`src/rtl/darkedram_axi_pkg.sv`:
```
// darkedram_pkg: shared state encoding and AXI constants for the external-RAM bridge.
package darkedram_pkg;
   typedef enum logic [2:0] {IDLE, WREQ, WRSP, RREQ, RRSP, ACK} edram_state_t;
   localparam logic [1:0] RESP_OKAY   = 2'b00;
   localparam logic [1:0] RESP_SLVERR = 2'b10;
   localparam logic [3:0] STRB_FULL   = 4'hF;
endpackage

```
`src/rtl/darkedram_axi_if.sv`:
```
// darkedram_axi_if: core device-bus port and AXI4-Lite master port for the external-RAM bridge.
interface darkedram_bus_if;
   logic        en, re, we;
   logic [31:0] addr, wdata, rdata;
   logic        doe, wack, rack;
   wire  [31:0] data;
   // rdata is only visible on the shared data lines while the bridge owns them
   assign data = doe ? rdata : 32'bz;
   modport cons (input en, re, we, addr, wdata, output rdata, doe, wack, rack);
   modport prod (output en, re, we, addr, wdata, input rdata, doe, wack, rack, data);
endinterface

interface darkedram_axi_if;
   logic [31:0] awaddr;
   logic        awvalid, awready;
   logic [31:0] wdata;
   logic [3:0]  wstrb;
   logic        wvalid, wready;
   logic [1:0]  bresp;
   logic        bvalid, bready;
   logic [31:0] araddr;
   logic        arvalid, arready;
   logic [31:0] rdata;
   logic [1:0]  rresp;
   logic        rvalid, rready;
   logic [2:0]  axprot;
   modport master (output awaddr, awvalid, wdata, wstrb, wvalid, bready, araddr, arvalid, rready, axprot,
                   input awready, wready, bresp, bvalid, arready, rdata, rresp, rvalid);
   modport slave (input awaddr, awvalid, wdata, wstrb, wvalid, bready, araddr, arvalid, rready, axprot,
                  output awready, wready, bresp, bvalid, arready, rdata, rresp, rvalid);
endinterface

```
`src/rtl/darkedram_axi.sv`:
```
// darkedram_axi: turns each darkriscv device-bus request into one AXI4-Lite transaction,
// stalling the core by holding back WACK/RACK until the AXI response arrives.
module darkedram_axi
   import darkedram_pkg::*;
#(
   parameter logic [31:0] ADDR_MASK = 32'hFFFF_FFFC
) (
   input  logic            XCLK,
   input  logic            XRES,
   darkedram_bus_if.cons   bus,
   input  logic [3:0]      be_i,
   darkedram_axi_if.master axi,
   output logic            err_o
);
   edram_state_t state_q, state_d;
   logic [31:0]  addr_q, addr_d, wdata_q, wdata_d, rdata_q, rdata_d;
   logic [3:0]   strb_q, strb_d;
   logic         awvalid_q, awvalid_d, wvalid_q, wvalid_d, bready_q, bready_d;
   logic         arvalid_q, arvalid_d, rready_q, rready_d;
   logic         aw_done_q, aw_done_d, w_done_q, w_done_d;
   logic         rd_q, rd_d, err_q, err_d;

   always_ff @(posedge XCLK or negedge XRES) begin
      if (!XRES) begin
         state_q   <= IDLE;
         addr_q    <= '0;
         wdata_q   <= '0;
         rdata_q   <= '0;
         strb_q    <= '0;
         awvalid_q <= 1'b0;
         wvalid_q  <= 1'b0;
         bready_q  <= 1'b0;
         arvalid_q <= 1'b0;
         rready_q  <= 1'b0;
         aw_done_q <= 1'b0;
         w_done_q  <= 1'b0;
         rd_q      <= 1'b0;
         err_q     <= 1'b0;
      end else begin
         state_q   <= state_d;
         addr_q    <= addr_d;
         wdata_q   <= wdata_d;
         rdata_q   <= rdata_d;
         strb_q    <= strb_d;
         awvalid_q <= awvalid_d;
         wvalid_q  <= wvalid_d;
         bready_q  <= bready_d;
         arvalid_q <= arvalid_d;
         rready_q  <= rready_d;
         aw_done_q <= aw_done_d;
         w_done_q  <= w_done_d;
         rd_q      <= rd_d;
         err_q     <= err_d;
      end
   end

   always_comb begin
      state_d   = state_q;
      addr_d    = addr_q;
      wdata_d   = wdata_q;
      rdata_d   = rdata_q;
      strb_d    = strb_q;
      awvalid_d = awvalid_q;
      wvalid_d  = wvalid_q;
      bready_d  = bready_q;
      arvalid_d = arvalid_q;
      rready_d  = rready_q;
      aw_done_d = aw_done_q;
      w_done_d  = w_done_q;
      rd_d      = rd_q;
      err_d     = 1'b0;
      unique case (state_q)
         IDLE: begin
            if (bus.en && bus.we) begin
               addr_d    = bus.addr & ADDR_MASK;
               wdata_d   = bus.wdata;
               strb_d    = (be_i == 4'b0000) ? STRB_FULL : be_i;
               awvalid_d = 1'b1;
               wvalid_d  = 1'b1;
               aw_done_d = 1'b0;
               w_done_d  = 1'b0;
               rd_d      = 1'b0;
               state_d   = WREQ;
            end else if (bus.en && bus.re) begin
               addr_d    = bus.addr & ADDR_MASK;
               arvalid_d = 1'b1;
               rd_d      = 1'b1;
               state_d   = RREQ;
            end
         end
         WREQ: begin
            // AW and W retire independently; B is only accepted once both have
            aw_done_d = aw_done_q | (awvalid_q & axi.awready);
            w_done_d  = w_done_q | (wvalid_q & axi.wready);
            awvalid_d = awvalid_q & ~axi.awready;
            wvalid_d  = wvalid_q & ~axi.wready;
            if (aw_done_d && w_done_d) begin
               bready_d = 1'b1;
               state_d  = WRSP;
            end
         end
         WRSP: begin
            if (axi.bvalid) begin
               bready_d = 1'b0;
               err_d    = axi.bresp != RESP_OKAY;
               state_d  = ACK;
            end
         end
         RREQ: begin
            if (axi.arready) begin
               arvalid_d = 1'b0;
               rready_d  = 1'b1;
               state_d   = RRSP;
            end
         end
         RRSP: begin
            if (axi.rvalid) begin
               rdata_d  = axi.rdata;
               rready_d = 1'b0;
               err_d    = axi.rresp != RESP_OKAY;
               state_d  = ACK;
            end
         end
         ACK:     state_d = IDLE;
         default: state_d = IDLE;
      endcase
   end

   // a request dropped mid-transaction still finishes on AXI but gets no ack here
   assign bus.wack  = (state_q == ACK) & ~rd_q & bus.en & bus.we;
   assign bus.rack  = (state_q == ACK) & rd_q & bus.en & bus.re;
   assign bus.doe   = bus.rack;
   assign bus.rdata = rdata_q;

   assign axi.awaddr  = addr_q;
   assign axi.araddr  = addr_q;
   assign axi.awvalid = awvalid_q;
   assign axi.wdata   = wdata_q;
   assign axi.wstrb   = strb_q;
   assign axi.wvalid  = wvalid_q;
   assign axi.bready  = bready_q;
   assign axi.arvalid = arvalid_q;
   assign axi.rready  = rready_q;
   assign axi.axprot  = 3'b000;
   assign err_o       = err_q;
endmodule

```
`src/flat_wrapper.sv`:
```
// flat-port wrapper written by rule: the top's interface ports become plain ports
module darkedram_axi_flat import darkedram_pkg::*;
#(
   parameter logic [31:0] ADDR_MASK = 32'hFFFF_FFFC
)
  (XCLK, XRES, be_i, err_o, bus_en, bus_re, bus_we, bus_addr, bus_wdata, bus_rdata, bus_doe, bus_wack, bus_rack, axi_awaddr, axi_awvalid, axi_wdata, axi_wstrb, axi_wvalid, axi_bready, axi_araddr, axi_arvalid, axi_rready, axi_axprot, axi_awready, axi_wready, axi_bresp, axi_bvalid, axi_arready, axi_rdata, axi_rresp, axi_rvalid);
  darkedram_bus_if bus_i ();
  darkedram_axi_if axi_i ();
  input  logic XCLK;
  input  logic XRES;
  input  logic [3:0] be_i;
  output logic err_o;
  input wire logic [$bits(bus_i.en)-1:0] bus_en;
  input wire logic [$bits(bus_i.re)-1:0] bus_re;
  input wire logic [$bits(bus_i.we)-1:0] bus_we;
  input wire logic [$bits(bus_i.addr)-1:0] bus_addr;
  input wire logic [$bits(bus_i.wdata)-1:0] bus_wdata;
  output wire logic [$bits(bus_i.rdata)-1:0] bus_rdata;
  output wire logic [$bits(bus_i.doe)-1:0] bus_doe;
  output wire logic [$bits(bus_i.wack)-1:0] bus_wack;
  output wire logic [$bits(bus_i.rack)-1:0] bus_rack;
  output wire logic [$bits(axi_i.awaddr)-1:0] axi_awaddr;
  output wire logic [$bits(axi_i.awvalid)-1:0] axi_awvalid;
  output wire logic [$bits(axi_i.wdata)-1:0] axi_wdata;
  output wire logic [$bits(axi_i.wstrb)-1:0] axi_wstrb;
  output wire logic [$bits(axi_i.wvalid)-1:0] axi_wvalid;
  output wire logic [$bits(axi_i.bready)-1:0] axi_bready;
  output wire logic [$bits(axi_i.araddr)-1:0] axi_araddr;
  output wire logic [$bits(axi_i.arvalid)-1:0] axi_arvalid;
  output wire logic [$bits(axi_i.rready)-1:0] axi_rready;
  output wire logic [$bits(axi_i.axprot)-1:0] axi_axprot;
  input wire logic [$bits(axi_i.awready)-1:0] axi_awready;
  input wire logic [$bits(axi_i.wready)-1:0] axi_wready;
  input wire logic [$bits(axi_i.bresp)-1:0] axi_bresp;
  input wire logic [$bits(axi_i.bvalid)-1:0] axi_bvalid;
  input wire logic [$bits(axi_i.arready)-1:0] axi_arready;
  input wire logic [$bits(axi_i.rdata)-1:0] axi_rdata;
  input wire logic [$bits(axi_i.rresp)-1:0] axi_rresp;
  input wire logic [$bits(axi_i.rvalid)-1:0] axi_rvalid;
  assign bus_i.en = bus_en;
  assign bus_i.re = bus_re;
  assign bus_i.we = bus_we;
  assign bus_i.addr = bus_addr;
  assign bus_i.wdata = bus_wdata;
  assign bus_rdata = bus_i.rdata;
  assign bus_doe = bus_i.doe;
  assign bus_wack = bus_i.wack;
  assign bus_rack = bus_i.rack;
  assign axi_awaddr = axi_i.awaddr;
  assign axi_awvalid = axi_i.awvalid;
  assign axi_wdata = axi_i.wdata;
  assign axi_wstrb = axi_i.wstrb;
  assign axi_wvalid = axi_i.wvalid;
  assign axi_bready = axi_i.bready;
  assign axi_araddr = axi_i.araddr;
  assign axi_arvalid = axi_i.arvalid;
  assign axi_rready = axi_i.rready;
  assign axi_axprot = axi_i.axprot;
  assign axi_i.awready = axi_awready;
  assign axi_i.wready = axi_wready;
  assign axi_i.bresp = axi_bresp;
  assign axi_i.bvalid = axi_bvalid;
  assign axi_i.arready = axi_arready;
  assign axi_i.rdata = axi_rdata;
  assign axi_i.rresp = axi_rresp;
  assign axi_i.rvalid = axi_rvalid;
  darkedram_axi #(.ADDR_MASK(ADDR_MASK)) u_core (.XCLK(XCLK), .XRES(XRES), .bus(bus_i), .be_i(be_i), .axi(axi_i), .err_o(err_o));
endmodule
```
`config.mk`:
```
export PLATFORM = sky130hd
export DESIGN_NAME = darkedram_axi_flat
export DESIGN_NICKNAME = d
export VERILOG_FILES = /design/src/rtl/darkedram_axi_pkg.sv /design/src/rtl/darkedram_axi_if.sv /design/src/rtl/darkedram_axi.sv /design/src/flat_wrapper.sv
export SDC_FILE = /design/constraint.sdc
export NUM_CORES = 1
export LEC_CHECK = 0
export ABC_AREA = 0
export CAP_MARGIN = 15
export CORE_ASPECT_RATIO = 0.5
export CORE_MARGIN = 3
export CORE_UTILIZATION = 44
export CTS_BUF_LIST = sky130_fd_sc_hd__clkbuf_8
export CTS_CLUSTER_DIAMETER = 80
export DETAILED_ROUTE_END_ITERATION = 8
export GPL_TIMING_DRIVEN = 0
export PLACE_DENSITY = 0.87
export SLEW_MARGIN = 20
export SYNTH_ARGS = -nofsm -noshare
export SYNTH_HDL_FRONTEND = slang
export SYNTH_SLANG_ARGS = --single-unit
```
`constraint.sdc`:
```
create_clock -name XCLK -period 3.05 [get_ports XCLK]
set_input_delay 0.4575 -clock XCLK [delete_from_list [all_inputs] [get_ports XCLK]]
set_output_delay 0.4575 -clock XCLK [all_outputs]
set_load 0.01 [all_outputs]
```
==> flow_metrics.py, run 1 <==
metrics = {
    "status": {
        "outcome": "completed",
    },
    "clocking": {
        "insertion_delay_ns": 0.36,
        "cts.sinks": 110,
        "htreeDepth": 3,
        "post_cts_buffers": 0,
        "cts_buffers": 9,
        "clk_pin_slew_ns": 0.10,
        "cts_tree": "built",
        "clock_path_buffers": 2,
        "root_buffer": "clkbuf_8",
    },
    "grt": {
        "grt_pass1_wl_um": 20000,
        "first_global_vias": 3783,
        "grt_max_degree": 77,
        "antenna_found_initial": 0,
        "grt_use_total": 0.206,
        "grt_overflow": 0,
    },
    "cells_and_area": {
        "register_area_sq_um": 2750,
        "syn_to_final_growth_pct": 61.4,
        "fin_nets": 712,
        "final_util": 0.742,
        "antenna_cells": 0,
        "drive_gt1_frac": 0.270,
        "multi_input_area_sq_um": 1590,
        "fill_cells": 710,
    },
    "worst_hold_path": {
        "hp-start": "u_core.bus.rdata[5]",
        "worst_hold_path_type": "register to register",
    },
    "die": {
        "coreArea_sq_um": 10400,
        "fp-row-count": 26,
        "start_util": 0.460,
        "die_h_um": 79.8,
        "die_w_um": 154,
        "die_area_sq_um": 12200,
        "ios": 258,
    },
    "pwr": {
        "p_sw_frac": 0.213,
        "power_frac_clock": 0.366,
        "power.density_nw_per_um2": 339,
        "power.share.sequential": 0.556,
        "internal_power_uw": 2060,
        "p_total_uw": 2620,
        "p_comb_frac": 0.078,
        "p_leak_uw": 0.00361,
        "p_switching_uw": 557,
        "ir_worst_vdd_v": 0.000241,
    },
    "route": {
        "wl_per_cell_um": 17.3,
        "postRouteAntennaNets": 0,
        "wirelength_um": 12800,
        "routed-via-count": 3504,
        "drc": 0,
        "drt_iter0_drc": 130,
        "first_pass_iters": 4,
        "avgViaCountPerCell": 4.72,
    },
    "timing": {
        "min_period_ns": 2.66,
        "report.final.slew_viol_count": 0,
        "setup_tns_ns": 0,
        "fin_skew_ns": 0.00694,
        "hold_violations": 0,
        "setup_viol": 0,
        "grt_setup_unrepaired": "false",
        "fmaxAchievable_ghz": 0.376,
        "fin_crit_sh": 0.872,
    },
    "synth": {
        "synth_seq_area_share": 0.575,
        "yosys.area_share.adder": 0,
        "synth_compound_area_frac": 0.0316,
        "synth_top_family_by_area": "multiplexers",
        "synth_cell_types": 39,
        "synth.area.mux_share": 0.251,
        "mappedNetlistArea_sq_um": 4790,
        "synth-xor-area-share": 0,
        "synth_cells": 331,
        "synth.avg_cell_area_sq_um": 14.5,
        "ys_ff_latch": 110,
        "synth-simple-area-share": 0.0434,
        "ys.warnings.count": 0,
    },
    "place": {
        "dp_hpwl_um": 10000,
        "portBuffers": 248,
        "gp_congestion": 0.828,
    },
    "worst_setup_path": {
        "crit_start": "u_core.state_q[1]",
        "r2r-start": "u_core.state_q[0]",
        "cp-end-kind": "output pin",
        "critPathKind": "register to output pin",
        "cp.required_ns": 2.59,
        "critPathArrivalTime_ns": 2.20,
        "start_kind": "register",
        "crit_fanout": 10,
    },
    "job": {
        "maxCapViolations": 0,
    },
}
[layout by cell type (no fill, tap or decap), types with 5 or more instances in the layout]
master	instances
clkdlybuf4s50_1	247
dfrtp_1	110
mux2_2	63
buf_4	43
mux2_4	28
nor2_1	12
clkbuf_8	9
inv_1	8
conb_1	7
nand2_1	6
buf_6	6
a21oi_1	6
nor2b_1	5
[cells by family (layout without fill, tap and decap cells)]
group                  after synthesis  count (layout)
DFF                                110             110
muxes                               98              98
buffers and inverters               60             326
and+or+nand+nor                     40              40
AOI/OAI and AO/OA                   22              22
other                                1               7
[cell usage after synthesis, drive strengths merged]
cell type / number / area [sq um]
a21o: 4 / 31.3
conb: 1 / 3.75
and3b: 1 / 8.76
clkbuf: 2 / 7.51
a31oi: 1 / 6.26
o21ai: 2 / 10.0
o32ai: 1 / 8.76
buf: 51 / 434
nor3b: 1 / 7.51
nand3b: 1 / 7.51
mux2i: 4 / 40.0
o2bb2ai: 1 / 8.76
a41oi: 2 / 17.5
nor2b: 5 / 31.3
dfrtp: 110 / 2750
mux2: 94 / 1160
inv: 7 / 26.3
a211oi: 1 / 7.51
nor4b: 1 / 8.76
nor3: 5 / 30.0
o22ai: 1 / 6.26
nand2: 6 / 22.5
nor2: 13 / 51.3
a221oi: 1 / 8.76
a21oi: 6 / 30.0
and3: 2 / 13.8
o31ai: 1 / 7.51
nand3: 4 / 20.0
a211o: 1 / 8.76
or2: 1 / 6.26
[worst max-delay path, stage by stage (launching register included)]
cell             delay, ns
dfrtp_1               0.43
clkbuf_1              0.23
nor2b_1               0.19
nand3_1               0.12
nor2_1                0.22
buf_4                 0.14
clkdlybuf4s50_1       0.52
[path summary, 6_finish.rpt]
check                                        end  slack, ns  cells past startpoint
min                          u_core.bus.rdata[5]       0.50                      1
max in group asynchronous  u_core.axi.araddr[19]       1.83                      3
min reg2reg                  u_core.bus.rdata[5]       0.50                      1
max                                     bus_rack       0.39                      6
min in group asynchronous   u_core.axi.wdata[15]       0.55                      2
max reg2reg                 u_core.axi.wdata[17]       1.36                      6
[final cells by class]
class,count,share of cell area
flip-flops and latches,110,0.356
repair buffers,250,0.326
multi-input cells,167,0.206
plain buffers,53,0.0572
well taps,140,0.0227
clock buffers,9,0.0160
clock inverters,7,0.0126
inverters,7,0.00340
[per-layer routing]
layer  vias up  wire [um]  track usage
li1       1631          -            -
met3        25        631       0.0476
met4         0        282       0.0599
met1      1737       4720        0.237
met2       111       7190        0.389
met5         -          0            0
[state kept, by name (all words and copies together) (netlist names), 3 cells and up]
| register | count |
|---|---|
| u_core.bus.rdata | 32 |
| u_core.axi.wstrb | 4 |
| u_core.axi.wdata | 32 |
| u_core.axi.araddr | 30 |
| u_core.state_q | 3 |
[repair_timing]
action,in CTS,in global routing
hold buffers,1,0
endpoints found under the hold margin,34,0
resized for setup,0,0
[power by group through the flow]
stage | Combinational [uW] | Clock (uW) | Sequential (uW)
6_report | 204 | 959 | 1460
5_1_grt | 220 | 1050 | 1460
4_1_cts | 206 | 992 | 1460
3_5_place_dp | 203 | 0 | 1490
3_3_place_gp | 194 | 0 | 1490
2_1_floorplan | 20.0 | 0 | 1490
[per-stage QoR]
stage	area, sq um	hold WS (ns)	cells	setup slack [ns]
2_1_floorplan	4810	0.162	337	1.39
3_3_place_gp	7470	0.462	725	-2.78
3_5_place_dp	7500	0.379	726	0.604
4_1_cts	7730	0.506	743	0.372
5_1_grt	7730	0.517	743	0.267
6_report	7730	0.505	743	0.391
Power figures use the tool's default switching activity.
==> run 2, diff against run 1 <==
--- a/config.mk
+++ b/config.mk
@@ -5,16 +5,17 @@
 export SDC_FILE = /design/constraint.sdc
 export NUM_CORES = 1
 export LEC_CHECK = 0
-export ABC_AREA = 0
+export ABC_AREA = 1
 export CAP_MARGIN = 15
 export CORE_ASPECT_RATIO = 0.5
 export CORE_MARGIN = 3
-export CORE_UTILIZATION = 44
+export CORE_UTILIZATION = 43
 export CTS_BUF_LIST = sky130_fd_sc_hd__clkbuf_8
 export CTS_CLUSTER_DIAMETER = 80
 export DETAILED_ROUTE_END_ITERATION = 8
 export GPL_TIMING_DRIVEN = 0
-export PLACE_DENSITY = 0.87
+export PLACE_DENSITY = 0.86
+export REMOVE_ABC_BUFFERS = 1
 export SLEW_MARGIN = 20
 export SYNTH_ARGS = -nofsm -noshare
 export SYNTH_HDL_FRONTEND = slang
==> run 2 against run 1 <==
  * Routed wire length up 3.0%
  * Core utilization down 4.9 points
  * First-iteration DRC count up 94%
  * Clock skew up 0.0035 ns
  * Worst hold slack worse by 0.028 ns
==> flow_metrics.py, run 2 <==
metrics = {
    "clocking": {
        "root_buffer": "clkbuf_8",
        "cts_tree": "built",
        "cts_buffers": 9,
        "clock_path_buffers": 2,
        "cts.sinks": 110,
        "clk_pin_slew_ns": 0.09,
        "insertion_delay_ns": 0.36,
        "htreeDepth": 3,
        "cts_resized": 0,
        "post_cts_buffers": 0,
    },
    "timing": {
        "timing.final.ws_setup_ns": 0.504,
        "min_period_ns": 2.55,
        "hold_violations": 0,
        "slew-limit-headroom": 0.381,
        "setup_tns_ns": 0,
        "fin_crit_sh": 0.835,
        "setup_viol": 0,
        "fmaxAchievable_ghz": 0.393,
        "grt_setup_unrepaired": "false",
        "fin_skew_ns": 0.0104,
        "holdWs_ns": 0.477,
        "tightest_slew_ns": 0.927,
        "report.final.slew_viol_count": 0,
    },
    "worst_setup_path": {
        "critPathArrivalTime_ns": 2.83,
        "start_kind": "input port",
        "critPathSlowestCell": "inv_1",
        "crit_chain": "clkdlybuf4s50_1, nand2_1, nand2_1, nand3_2, inv_1, nand2_1, nand2_1",
        "r2r-start": "u_core.state_q[2]",
        "critPathKind": "input port to register",
        "worst_path_most_repeated_cell": "nand2_1",
        "crit_start": "bus_en",
        "cp-end-kind": "register",
        "crit_fanout": 32,
        "cp_top_family": "buffers and inverters",
        "critPathBufInv": 2,
        "cp.depth": 7,
        "cpPeakStageDelay_ns": 0.88,
        "rr_worst_depth": 7,
        "cp.required_ns": 3.34,
    },
    "pwr": {
        "ir_worst_vdd_v": 0.000537,
        "p_comb_frac": 0.491,
        "p_leak_uw": 0.00352,
        "power_frac_clock": 0.128,
        "p_sw_frac": 0.360,
        "power.share.sequential": 0.381,
        "p_switching_uw": 2450,
        "power.density_nw_per_um2": 945,
        "internal_power_uw": 4360,
    },
    "worst_hold_path": {
        "worst_hold_path_type": "register to register",
        "holdPathStages": 2,
        "hp-start": "u_core.axi.wdata[16]",
    },
    "grt": {
        "grt_pass1_wl_um": 20500,
        "grt_use_total": 0.209,
        "grt_overflow": 0,
        "antenna_found_initial": 0,
        "gr-usage-met1": 0.252,
        "met3_usage": 0.0449,
        "met2_usage": 0.389,
        "first_global_vias": 4036,
        "grt_max_degree": 78,
        "grt-busiest-layer": "met2",
    },
    "cells_and_area": {
        "stdcell_area_sq_um": 7200,
        "final_common_cell": "nand2_1",
        "final_cell_mix": "nand2_1 (310), clkdlybuf4s50_1 (247), dfrtp_1 (110)",
        "drive_gt1_frac": 0.0353,
        "antenna_cells": 0,
        "finalNonFillerCells": 904,
        "fin_nets": 873,
        "syn_to_final_growth_pct": 54.2,
    },
    "die": {
        "start_util": 0.450,
        "coreArea_sq_um": 10400,
        "die_h_um": 79.7,
        "die_area_sq_um": 12200,
        "die_w_um": 153,
        "ios": 258,
        "fp-row-count": 26,
    },
    "place": {
        "placed_cells": 887,
        "preCtsSetupSlack_ns": 0.110,
        "dp_hpwl_um": 9850,
        "gp_congestion": 0.808,
        "place_area_sq_um": 6990,
        "portBuffers": 248,
    },
    "route": {
        "wl_per_cell_um": 14.6,
        "postRouteAntennaNets": 0,
        "drt_iter0_drc": 252,
        "drc": 0,
        "first_pass_iters": 4,
        "routed-via-count": 4076,
        "wirelength_um": 13200,
        "avgViaCountPerCell": 4.51,
    },
    "synth": {
        "synth.top_cells.by_area": "dfrtp_1 (59%), nand2_1 (25%), buf_4 (6.8%), inv_1 (1.4%), nand3_1 (1.3%)",
        "synth_cell_types": 22,
        "synth_cells": 551,
        "synth_top_area_share": 0.590,
        "synth.avg_cell_area_sq_um": 8.47,
        "synth.most_common_cell": "nand2_1",
        "mappedNetlistArea_sq_um": 4670,
        "async_flop_share": 1.00,
        "synth_seq_area_share": 0.590,
        "ys_ff_latch": 110,
        "synth_edf_count": 0,
        "synth_top_cells_by_count": "nand2_1 (310), dfrtp_1 (110), buf_4 (42), inv_1 (18), nand3_1 (12)",
        "synthFlopType": "dfrtp_1",
        "ys.warnings.count": 0,
        "synth_top_area_cell": "dfrtp_1",
    },
    "status": {
        "outcome": "completed",
    },
    "job": {
        "maxCapViolations": 0,
    },
}
## run 2: changes by cell type after synthesis, moves of 4 or more
cell,change
nand2_1,+304
mux2_2,-63
mux2_4,-28
buf_2,+11
inv_1,+11
o21ai_0,+9
nand3_1,+8
buf_6,-5
nor2b_1,-5
inv_2,+4
mux2i_1,-4
nor2_1,-4
o21a_1,+4
## run 2: final timing paths
path                                          to  slack, ns
max                         u_core.axi.araddr[9]       0.50
max in group asynchronous  u_core.axi.araddr[13]       1.78
max reg2reg                   u_core.axi.arvalid       0.61
min                         u_core.axi.wdata[16]       0.48
min in group asynchronous   u_core.bus.rdata[18]       0.57
min reg2reg                 u_core.axi.wdata[16]       0.48
## run 2: final cells by class
cell class                      instances  area [sq um]
Clock buffer                           10           138
Clock inverter                          6          62.6
Fill cell                             797          3180
Inverter                               22          82.6
Multi-Input combinational cell        366          1470
Sequential cell                       110          2750
Tap cell                              140           175
Timing Repair Buffer                  250          2520
## run 2: cell families (layout without fill, tap and decap cells)
kind of cell	after synthesis	in the layout	synth area share
flops	110	110	0.590
other cells	1	7	0.000803
compound gates	19	19	0.0230
buf+inv	81	288	0.102
simple gates	340	340	0.284
## run 2: power by group through the flow
stage | Sequential [uW] | Clock (uW) | Combinational [uW]
after global routing | 2680 | 962 | 3620
after CTS | 2590 | 900 | 3390
after detailed placement | 2610 | 0 | 3380
final | 2590 | 874 | 3340
after global placement | 2580 | 0 | 3280
after floorplan | 2940 | 0 | 890
## run 2: repair_timing
| item | in CTS | in global routing |
|---|---|---|
| endpoints found under the hold margin | 33 | 0 |
| endpoints found under the setup margin | 0 | 0 |
| hold buffers | 1 | 0 |
## run 2: layer usage
layer,share of wire,vias to the layer above
li1,-,2028
met1,0.40,1939
met2,0.54,93
met3,0.041,16
met4,0.015,0
met5,0,-
## run 2: worst min-delay path, stage by stage (launching register included)
cell and delay, ns:
dfrtp_1 0.35, nand2_1 0.05, nand2_1 0.04
## run 2: through the flow
stage / total power (uW) / utilization
2_1_floorplan: 3830 / -
3_3_place_gp: 5860 / 0.670
3_5_place_dp: 5990 / 0.673
4_1_cts: 6880 / 0.694
5_1_grt: 7260 / 0.694
6_report: 6800 / 0.694
==> run 3, diff against run 2 <==
--- a/config.mk
+++ b/config.mk
@@ -9,12 +9,12 @@
 export CAP_MARGIN = 15
 export CORE_ASPECT_RATIO = 0.5
 export CORE_MARGIN = 3
-export CORE_UTILIZATION = 43
+export CORE_UTILIZATION = 40
 export CTS_BUF_LIST = sky130_fd_sc_hd__clkbuf_8
 export CTS_CLUSTER_DIAMETER = 80
 export DETAILED_ROUTE_END_ITERATION = 8
 export GPL_TIMING_DRIVEN = 0
-export PLACE_DENSITY = 0.86
+export PLACE_DENSITY = 0.81
 export REMOVE_ABC_BUFFERS = 1
 export SLEW_MARGIN = 20
 export SYNTH_ARGS = -nofsm -noshare
==> constraint.sdc (replaced) <==
create_clock -name XCLK -period 2.5 [get_ports XCLK]
set_input_delay 0.375 -clock XCLK [delete_from_list [all_inputs] [get_ports XCLK]]
set_output_delay 0.375 -clock XCLK [all_outputs]
set_load 0.01 [all_outputs]
==> run 3 against run 2 <==
  * Power up 22%
  * Clock power increased by 19%
  * Routed wire length increased by 1.7%
  * Sequential power up 22%
  * Largest power group unchanged
  * Highest routed layer unchanged
==> flow_metrics.py, run 3 (synthesis gave the netlist of run 2 again) <==
metrics = {
    "worst_setup_path": {
        "crit_chain": "inv_1, nand3_1, nor3_1, clkdlybuf4s50_1",
        "cp_top_family": "buffers and inverters",
        "critPathArrivalTime_ns": 1.98,
        "start_kind": "register",
        "critPathSlowestCell": "clkdlybuf4s50_1",
        "cp.required_ns": 2.12,
        "critPathKind": "register to output pin",
        "critPathBufInv": 2,
        "cpPeakStageDelay_ns": 0.62,
        "cp-end-kind": "output pin",
        "crit_fanout": 6,
    },
    "clocking": {
        "htreeDepth": 3,
        "clk_pin_slew_ns": 0.10,
        "post_cts_buffers": 0,
        "clock_path_buffers": 2,
        "cts_tree": "built",
        "cts_buffers": 9,
        "root_buffer": "clkbuf_8",
        "cts.sinks": 110,
        "insertion_delay_ns": 0.35,
    },
    "grt": {
        "grt_use_total": 0.192,
        "first_global_vias": 4010,
        "grt_overflow": 0,
        "antenna_found_initial": 0,
        "grt_max_degree": 79,
        "grt_pass1_wl_um": 20100,
    },
    "pwr": {
        "p_total_uw": 8290,
        "ir_worst_vdd_v": 0.000466,
        "p_leak_uw": 0.00350,
        "power.density_nw_per_um2": 1150,
    },
    "timing": {
        "grt_setup_unrepaired": "false",
        "holdWs_ns": 0.477,
        "min_period_ns": 2.35,
        "fin_skew_ns": 0.0122,
        "setup_viol": 0,
        "fin_crit_sh": 0.942,
        "fmaxAchievable_ghz": 0.425,
        "hold_violations": 0,
        "report.final.slew_viol_count": 0,
        "tightest_slew_ns": 0.952,
        "slew-limit-headroom": 0.364,
    },
    "cells_and_area": {
        "multi_input_area_sq_um": 1480,
        "register_area_sq_um": 2750,
        "final_common_cell": "nand2_1",
        "final_util": 0.647,
        "drive_gt1_frac": 0.0380,
        "fin_nets": 874,
        "final_cell_mix": "nand2_1 (310), clkdlybuf4s50_1 (247), dfrtp_1 (109)",
        "stdcell_area_sq_um": 7230,
        "syn_to_final_growth_pct": 54.9,
        "fill_cells": 948,
        "antenna_cells": 0,
    },
    "die": {
        "ios": 258,
        "die_h_um": 82.4,
        "die_area_sq_um": 13100,
        "die_w_um": 159,
        "fp-row-count": 27,
        "coreArea_sq_um": 11200,
        "start_util": 0.417,
    },
    "place": {
        "portBuffers": 248,
        "gp_congestion": 0.807,
        "place_area_sq_um": 7010,
        "dp_hpwl_um": 9890,
    },
    "route": {
        "drt_iter0_drc": 231,
        "first_pass_iters": 4,
        "wl_per_cell_um": 14.6,
        "avgViaCountPerCell": 4.39,
        "drc": 0,
        "postRouteAntennaNets": 0,
        "wirelength_um": 13400,
        "routed-via-count": 4054,
    },
    "job": {
        "maxCapViolations": 0,
    },
    "status": {
        "outcome": "completed",
    },
    "worst_hold_path": {
        "worst_hold_path_type": "input port to asynchronous set/reset pin",
    },
}
[run 3: cell types whose count changed in the layout (fill, tap and decap cells not counted), sizes merged]
cell / before / now
clkbuf: 10 / 9
clkinv: 2 / 1
clkinvlp: 2 / 4
inv: 23 / 22
nor2: 11 / 12
[run 3: path summary, 6_finish.rpt]
check | start | to | slack [ns] | cells after the start
setup / recovery | u_core.state_q[1] | bus_doe | 0.15 | 4
hold / removal | XRES | u_core.bus.rdata[0] | 0.48 | 2
setup reg to reg | u_core.state_q[0] | u_core.err_o | 0.31 | 5
hold reg to reg | u_core.axi.wdata[23] | u_core.axi.wdata[23] | 0.48 | 2
max in group asynchronous | XRES | u_core.axi.wdata[12] | 1.31 | 3
min in group XCLK | u_core.axi.wdata[23] | u_core.axi.wdata[23] | 0.48 | 2
[run 3: area by class of cell]
type	instances	share of cell area
clock buffer	9	0.0171
timing repair buffer	250	0.349
tap	159	0.0275
multi-input combinational	367	0.205
sequential	110	0.381
inverter	22	0.0123
clock inverter	6	0.00900
[run 3: power by group]
part | switching (uW) | internal, uW
Combinational | 1840 | 2240
Sequential | 580 | 2590
Clock | 584 | 457
Total | 3000 | 5290
[run 3: repair_timing]
item,CTS,global route
hold buffers,1,0
endpoints found under the setup margin,0,67
gates resized for setup,0,5
endpoints found under the hold margin,32,0
[run 3: per-stage QoR]
stage / setup WS [ns] / cells / setup TNS, ns
6_report: 0.146 / 923 / 0
3_5_place_dp: -0.356 / 906 / -16.25
2_1_floorplan: 0.367 / 498 / 0
3_3_place_gp: -3.24 / 905 / -386.19
4_1_cts: 0.0217 / 922 / 0
5_1_grt: 0.00125 / 923 / 0
[run 3: per-layer routing]
layer | global-route usage | wire length, um | up-vias
li1 | - | - | 2038
met1 | 0.220 | 5490 | 1914
met3 | 0.0424 | 461 | 14
met5 | 0 | 0 | -
met2 | 0.372 | 7300 | 88
met4 | 0.0550 | 184 | 0
